<file path="src/rtl/uart_receiver.sv">
// uart_receiver: 8N1 asynchronous serial receiver.
//
// Deserialises rxd (idle high, start 0, 8 data bits LSB first, stop 1) into
// bytes. Each completed frame raises rdata_ready for one clock, at which point
// rdata holds the byte and ferr is set if the stop bit sampled low. Both hold
// until the next completed frame.
//
// Ports:
//   clk         system clock, all state on rising edge
//   rst         asynchronous active-high reset
//   rxd         serial input, asynchronous to clk
//   rdata       last received byte
//   rdata_ready one-cycle strobe: rdata/ferr updated this cycle
//   ferr        framing error of the last completed frame
module uart_receiver #(
    parameter int CLK_PER_HALF_BIT = 5208
) (
    input  logic       clk,
    input  logic       rst,
    input  logic       rxd,
    output logic [7:0] rdata,
    output logic       rdata_ready,
    output logic       ferr
);

    localparam int CW = $clog2(2 * CLK_PER_HALF_BIT) + 1;
    localparam logic [CW-1:0] HALF_LAST = CW'(CLK_PER_HALF_BIT - 1);
    localparam logic [CW-1:0] BIT_LAST  = CW'(2 * CLK_PER_HALF_BIT - 1);

    typedef enum logic [1:0] {
        IDLE,
        START,
        DATA,
        STOP
    } state_t;

    state_t          state_q, state_d;
    logic [CW-1:0]   cnt_q, cnt_d;
    logic [2:0]      bit_idx_q, bit_idx_d;
    logic [7:0]      shift_q, shift_d;
    logic [7:0]      rdata_q, rdata_d;
    logic            ferr_q, ferr_d;
    logic            rdata_ready_q, rdata_ready_d;

    // Two-flop synchroniser; both stages reset to the idle level.
    logic            rx_meta_q;
    logic            rxs_q;

    always_ff @(posedge clk or posedge rst) begin
        if (rst) begin
            rx_meta_q <= 1'b1;
            rxs_q     <= 1'b1;
        end else begin
            rx_meta_q <= rxd;
            rxs_q     <= rx_meta_q;
        end
    end

    always_ff @(posedge clk or posedge rst) begin
        if (rst) begin
            state_q       <= IDLE;
            cnt_q         <= '0;
            bit_idx_q     <= '0;
            shift_q       <= '0;
            rdata_q       <= '0;
            ferr_q        <= 1'b0;
            rdata_ready_q <= 1'b0;
        end else begin
            state_q       <= state_d;
            cnt_q         <= cnt_d;
            bit_idx_q     <= bit_idx_d;
            shift_q       <= shift_d;
            rdata_q       <= rdata_d;
            ferr_q        <= ferr_d;
            rdata_ready_q <= rdata_ready_d;
        end
    end

    always_comb begin
        state_d       = state_q;
        cnt_d         = cnt_q;
        bit_idx_d     = bit_idx_q;
        shift_d       = shift_q;
        rdata_d       = rdata_q;
        ferr_d        = ferr_q;
        rdata_ready_d = 1'b0;

        unique case (state_q)
            IDLE: begin
                if (!rxs_q) begin
                    cnt_d   = '0;
                    state_d = START;
                end
            end

            START: begin
                // Re-check the line half a bit after the falling edge so
                // short low glitches are rejected.
                if (cnt_q == HALF_LAST) begin
                    cnt_d = '0;
                    if (rxs_q) begin
                        state_d = IDLE;
                    end else begin
                        state_d   = DATA;
                        bit_idx_d = '0;
                    end
                end else begin
                    cnt_d = cnt_q + CW'(1);
                end
            end

            DATA: begin
                if (cnt_q == BIT_LAST) begin
                    cnt_d     = '0;
                    // Shift in from the top: after eight samples the first
                    // received bit sits in bit 0.
                    shift_d   = {rxs_q, shift_q[7:1]};
                    bit_idx_d = bit_idx_q + 3'd1;
                    if (bit_idx_q == 3'd7) begin
                        state_d = STOP;
                    end
                end else begin
                    cnt_d = cnt_q + CW'(1);
                end
            end

            STOP: begin
                // The mid-stop sample is registered straight into the
                // outputs, so they appear on the edge after the sample.
                // Returning to IDLE mid-stop-bit lets back-to-back frames
                // with a single stop bit through.
                if (cnt_q == BIT_LAST) begin
                    cnt_d         = '0;
                    rdata_d       = shift_q;
                    ferr_d        = ~rxs_q;
                    rdata_ready_d = 1'b1;
                    state_d       = IDLE;
                end else begin
                    cnt_d = cnt_q + CW'(1);
                end
            end

            default: state_d = IDLE;
        endcase
    end

    assign rdata       = rdata_q;
    assign ferr        = ferr_q;
    assign rdata_ready = rdata_ready_q;

endmodule

</file>
<file path="config.mk">
export PLATFORM = sky130hd
export DESIGN_NAME = uart_receiver
export DESIGN_NICKNAME = d
export VERILOG_FILES = /design/src/rtl/uart_receiver.sv
export SDC_FILE = /design/constraint.sdc
export NUM_CORES = 1
export LEC_CHECK = 0
export CORE_UTILIZATION = 35
export DETAILED_ROUTE_END_ITERATION = 10
export PLACE_DENSITY = 0.56
export SYNTH_ARGS = -nofsm -noshare
export SYNTH_HDL_FRONTEND = slang
export SYNTH_SLANG_ARGS = --single-unit
export TNS_END_PERCENT = 1
</file>
<file path="constraint.sdc">
create_clock -name clk -period 2.45 [get_ports clk]
set_input_delay 0.6125 -clock clk [delete_from_list [all_inputs] [get_ports clk]]
set_output_delay 0.6125 -clock clk [all_outputs]
set_load 0.01 [all_outputs]
</file>
# == After elaboration in Yosys (flattened, before gate mapping) ==
# Index checks and enable logic that the tools add are counted.
# word_totals
regBits,40
inputBits,3
out_inout_bits,10
elab_cells,48
# classes
n_addsub,2
eq_ne,12
n_mux,17
bitwise,1
reduce_logical,7
# ops
op,n
$mux W15,3
$pmux W15 S3,1
$add A15 B1 Y15 const B,1
$eq A15 B13 Y1 const B,1
$eq A15 B14 Y1 const B,1
$mux W2,6
$ne A2 B2 Y1 const B,6
$mux W3,3
$pmux W2 S4,1
$pmux W3 S2,1
$reduce_and A5 Y1,1
$eq A2 B2 Y1 const B,2
$reduce_and A2 Y1,2
$reduce_and A4 Y1,1
$add A3 B1 Y3 const B,1
$eq A3 B3 Y1 const B,1
$eq A2 B1 Y1 const B,1
$logic_not A2 Y1,1
$mux W1,2
$reduce_bool A2 Y1,1
$reduce_or A2 Y1,1
$not A1 Y1,1

# == Depth between registers and ports, before layout ==
# depth
word_depth,4
mapped_depth,8
depth_no_buf,6

# == Worst setup path before layout ==
# No wires, ideal clock.
# synth_path
path_kind,register -> register
start,register cnt_q[8]
end,register shift_q[0]
setup_time_ns,0.125
arrival_time_ns,1.864
t_required_ns,2.325
path_slack_ns,0.461
stages_incl_launch_ff,6
n_path_buf,1
synth_period_minus_slack_ns,1.989
cell_sequence,dfrtp_1 -> or3_4 -> nor4_4 -> and3b_4 -> buf_12 -> mux2_4
# synth_between
elab_chain_len,2
# synth_lines
element,line_no,source
from (decl),38,"logic [CW-1:0] cnt_q, cnt_d;"
from (signal assigned),70,cnt_q <= cnt_d;
$eq A15 B14 Y1,113,if (cnt_q == BIT_LAST) begin
$reduce_and A2 Y1 (no line),--,
to (signal assigned),72,shift_q <= shift_d;
to (decl),40,"logic [7:0] shift_q, shift_d;"
# No other way between the ends.
# A chain may end at the register's enable or synchronous reset.

# == Worst setup path after layout ==
# layout_path
start,register cnt_q[0]
end,register cnt_q[12]
# layout_between
elab_chain_len,3
elab_cells_between_ends,6
cone_classes,1 x add/sub; 2 x eq/ne; 3 x mux
# layout_lines
element,line_no,source
$add A15 B1 Y15 (tied with other cells),"108, 123, 139",
$mux W15 (on tied branches),"113, 132, 99",
$pmux W15 S3 *,88,unique case (state_q)
# Mark *: on every way between the ends. The rest lies on a longest branch, timed or not.

==> impl_metrics.json <==
{
  "clock_path_buffers": 2,
  "hp-class": "flip-flop to flip-flop",
  "r2r-start": "cnt_q[0]",
  "post_drt_wl_per_cell_um": 15.81,
  "area_growth_pct": 13.29,
  "drt_wl_total_um": 4127,
  "place_congestion": 0.8093,
  "grt_antenna_before_repair": 0,
  "dpl.cell_count": 253,
  "yosysWarnings": 0,
  "cts_tree": "built",
  "syn_area_mm2": 0.002024,
  "ys_types": 50,
  "hpwl_um": 2861,
  "io_buffers": 12,
  "fin_tns_setup_ns": 0,
  "synth_async_sr_flop_share_pct": 100.0,
  "die_width_um": 78.06,
  "synth_edf_count": 0,
  "reg2reg_to": "cnt_q[12]",
  "path_max_fanout": 11,
  "rsz0062_at_grt": "no",
  "first_iter_violations": 51,
  "ant_nets": 0,
  "wl_met1_um": 1886,
  "core-area_mm2": 0.005540,
  "drive_gt1_share_pct": 26.46,
  "hold_viol_final": 0,
  "gr-total-overflow": 0,
  "final_cell_count_no_fill": 261,
  "r2r_slack_ns": 0.21,
  "critical_path.startpoint": "cnt_q[0]",
  "ys_seq_elements": 40,
  "met2_length_um": 1999,
  "cts_made_buffers": 5,
  "antenna_cells": 0,
  "max_slew.worst_pin.slew_ns": 0.7358,
  "critPathKind": "flip-flop to flip-flop",
  "dieHeight_um": 78.06,
  "clkTransAtPathRegs_ns": 0.07,
  "ioPinCount": 13,
  "status": "finished, final reports clean",
  "die-area_mm2": 0.006093,
  "maxCapViolCount": 0,
  "grt_pass1_wl_um": 7010,
  "crit_path_end_kind": "flip-flop",
  "dr.pass1.iters": 5,
  "critPathCapture": "cnt_q[12]",
  "rr_worst_depth": 7,
  "maxSlewViolCount": 0,
  "syn_nets": 178,
  "p_leak_uw": 0.001044,
  "met3WireLength_um": 140,
  "synth-seq-area-share_pct": 49.57,
  "vias": 1455,
  "h-tree-depth": 2,
  "grt_pass1_vias": 1475,
  "gr-usage-all-layers_pct": 14.90,
  "post_cts_buffers": 0,
  "core.rowCount": 27,
  "fin_crit_sh_pct": 91.33,
  "crit_path_start_kind": "flip-flop",
  "setup_viol": 0,
  "skew_ns": 0.006457,
  "cts_resized": 0,
  "fmaxAchievable_mhz": 446.9,
  "cts-root-buf": "clkbuf_8",
  "power_per_cell_area_mw_per_mm2": 486.3,
  "synthFlopType": "dfrtp_1",
  "via_per_inst": 5.575,
  "drc": 0,
  "final.min_clock_period_ns": 2.238,
  "grt_max_degree": 41,
  "slew_headroom_pct": 50.57,
  "synth_cells": 172,
  "syn_avg_cell_area_um2": 11.77,
  "start_util_pct": 36.54,
  "numClockSinks": 40,
  "ir_drop_uv": 221.8,
  "ctsHoldBuffers": 0,
  "required_ns": 2.61,
  "arrival_ns": 2.40,
  "clk_latency_ns": 0.30,
  "highest_layer": "met4",
  "layout.nets": 194
}
[cells in the mapped netlist (2+ instances only)]
master	count	share of area [%]
nor4_1	2	0.62
mux2_2	9	5.0
or3b_2	2	0.87
a41oi_1	4	1.7
buf_2	2	0.49
dfrtp_1	38	47
nor2_1	6	1.1
a31oi_1	8	2.5
buf_6	2	1.1
mux2_4	7	5.2
and3_1	3	0.93
o21ai_0	5	1.2
dfstp_2	2	2.6
or2_2	3	0.93
nand3_1	8	2.0
clkbuf_1	2	0.37
nor3_1	7	1.7
nand2_1	9	1.7
a22o_2	2	0.99
ha_1	3	1.9
a21oi_1	8	2.0
nand4_1	2	0.62
nand4b_1	4	1.7
a22o_1	3	1.3
inv_1	4	0.74
nand2b_1	2	0.62
nor4_4	2	2.1
[placed cells by master (no fill, tap or decap), drive strengths merged, types with 3 or more instances in the layout]
master | Yosys | routed
a21oi | 8 | 8
a22o | 5 | 5
a31oi | 8 | 8
a41oi | 4 | 4
and3 | 4 | 4
buf | 6 | 5
clkbuf | 2 | 6
clkdlybuf4s50 | 0 | 12
dfrtp | 38 | 38
ha | 3 | 3
inv | 4 | 4
mux2 | 16 | 16
nand2 | 9 | 9
nand3 | 9 | 9
nand4b | 4 | 4
nor2 | 6 | 6
nor3 | 7 | 7
nor4 | 4 | 4
o21ai | 6 | 6
or2 | 3 | 3
or3b | 3 | 3
[area by class of cell]
cell class              instances  area, um2
multi-input cells             120      942.2
flip-flops and latches         40       1003
clock inverters                 2      12.51
clock buffers                   6      72.57
inverters                       4      15.01
fillers                       540       3247
well taps                      72      90.09
repair buffers                 17      157.7
[how the worst min path moves through the flow]
| stage | startpoint | end | slack, ns | cells past startpoint |
|---|---|---|---|---|
| 3_3_place_gp | rx_meta_q | rxs_q | 0.35 | 0 |
| 3_5_place_dp | rx_meta_q | rxs_q | 0.35 | 0 |
| 2_1_floorplan | rx_meta_q | rxs_q | 0.35 | 0 |
| 5_1_grt | rx_meta_q | rxs_q | 0.36 | 0 |
| 4_1_cts | rx_meta_q | rxs_q | 0.36 | 0 |
| 6_report | rx_meta_q | rxs_q | 0.36 | 0 |
[through the flow]
| stage | util (%) | instance area [um2] | worst slack [ns] | total power (uW) | hold slack [ns] |
|---|---|---|---|---|---|
| 2_1_floorplan | - | 2024 | 0.4609 | 688.0 | 0.3452 |
| 4_1_cts | 41.40 | 2293 | 0.2226 | 1133 | 0.3594 |
| 3_3_place_gp | 39.86 | 2208 | 0.2924 | 696.6 | 0.3465 |
| 3_5_place_dp | 39.86 | 2208 | 0.2557 | 697.5 | 0.3478 |
| 6_report | 41.40 | 2293 | 0.2124 | 1115 | 0.3578 |
| 5_1_grt | 41.40 | 2293 | 0.09476 | 1163 | 0.3633 |
[flip-flops by register name, indices dropped and copies added, names as in the netlist, named ones only]
signal,flops
rdata_ready,1
rx_meta_q,1
rxs_q,1
ferr,1
cnt_q,15
state_q,1
rdata,8
shift_q,8
bit_idx_q,3
[worst max-delay path, cell delays in order (launching register included)]
cell      delay [ns]
dfrtp_1         0.42
ha_1            0.30
nand4b_1        0.21
o41ai_2         0.45
o21ai_2         0.23
buf_4           0.24
a41oi_1         0.20
a31oi_1         0.06
[logic make-up (layout without fill, tap and decap cells)]
kind of cell	Yosys count	count (layout)	synth area share [%]
adders and majority gates	3	3	1.854
AOI/OAI and AO/OA	38	38	13.29
and+or+nand+nor	62	62	20.70
buffers and inverters	12	29	3.893
muxes	17	17	10.69
DFF	40	40	49.57
[power breakdown]
| group | internal (uW) | leakage, uW | switching, uW |
|---|---|---|---|
| Clock | 199 | 0.0000412 | 233 |
| Sequential | 663 | 0.000537 | 1.40 |
| Combinational | 4.92 | 0.000465 | 13.9 |
| Total | 867 | 0.00104 | 249 |
[metal layers]
layer | up-vias | track usage [%]
li1 | 681 | -
met1 | 737 | 18.03
met2 | 29 | 24.82
met3 | 8 | 3.256
met4 | 0 | 7.778
met5 | - | 0
(Power assumes the default switching activity.)
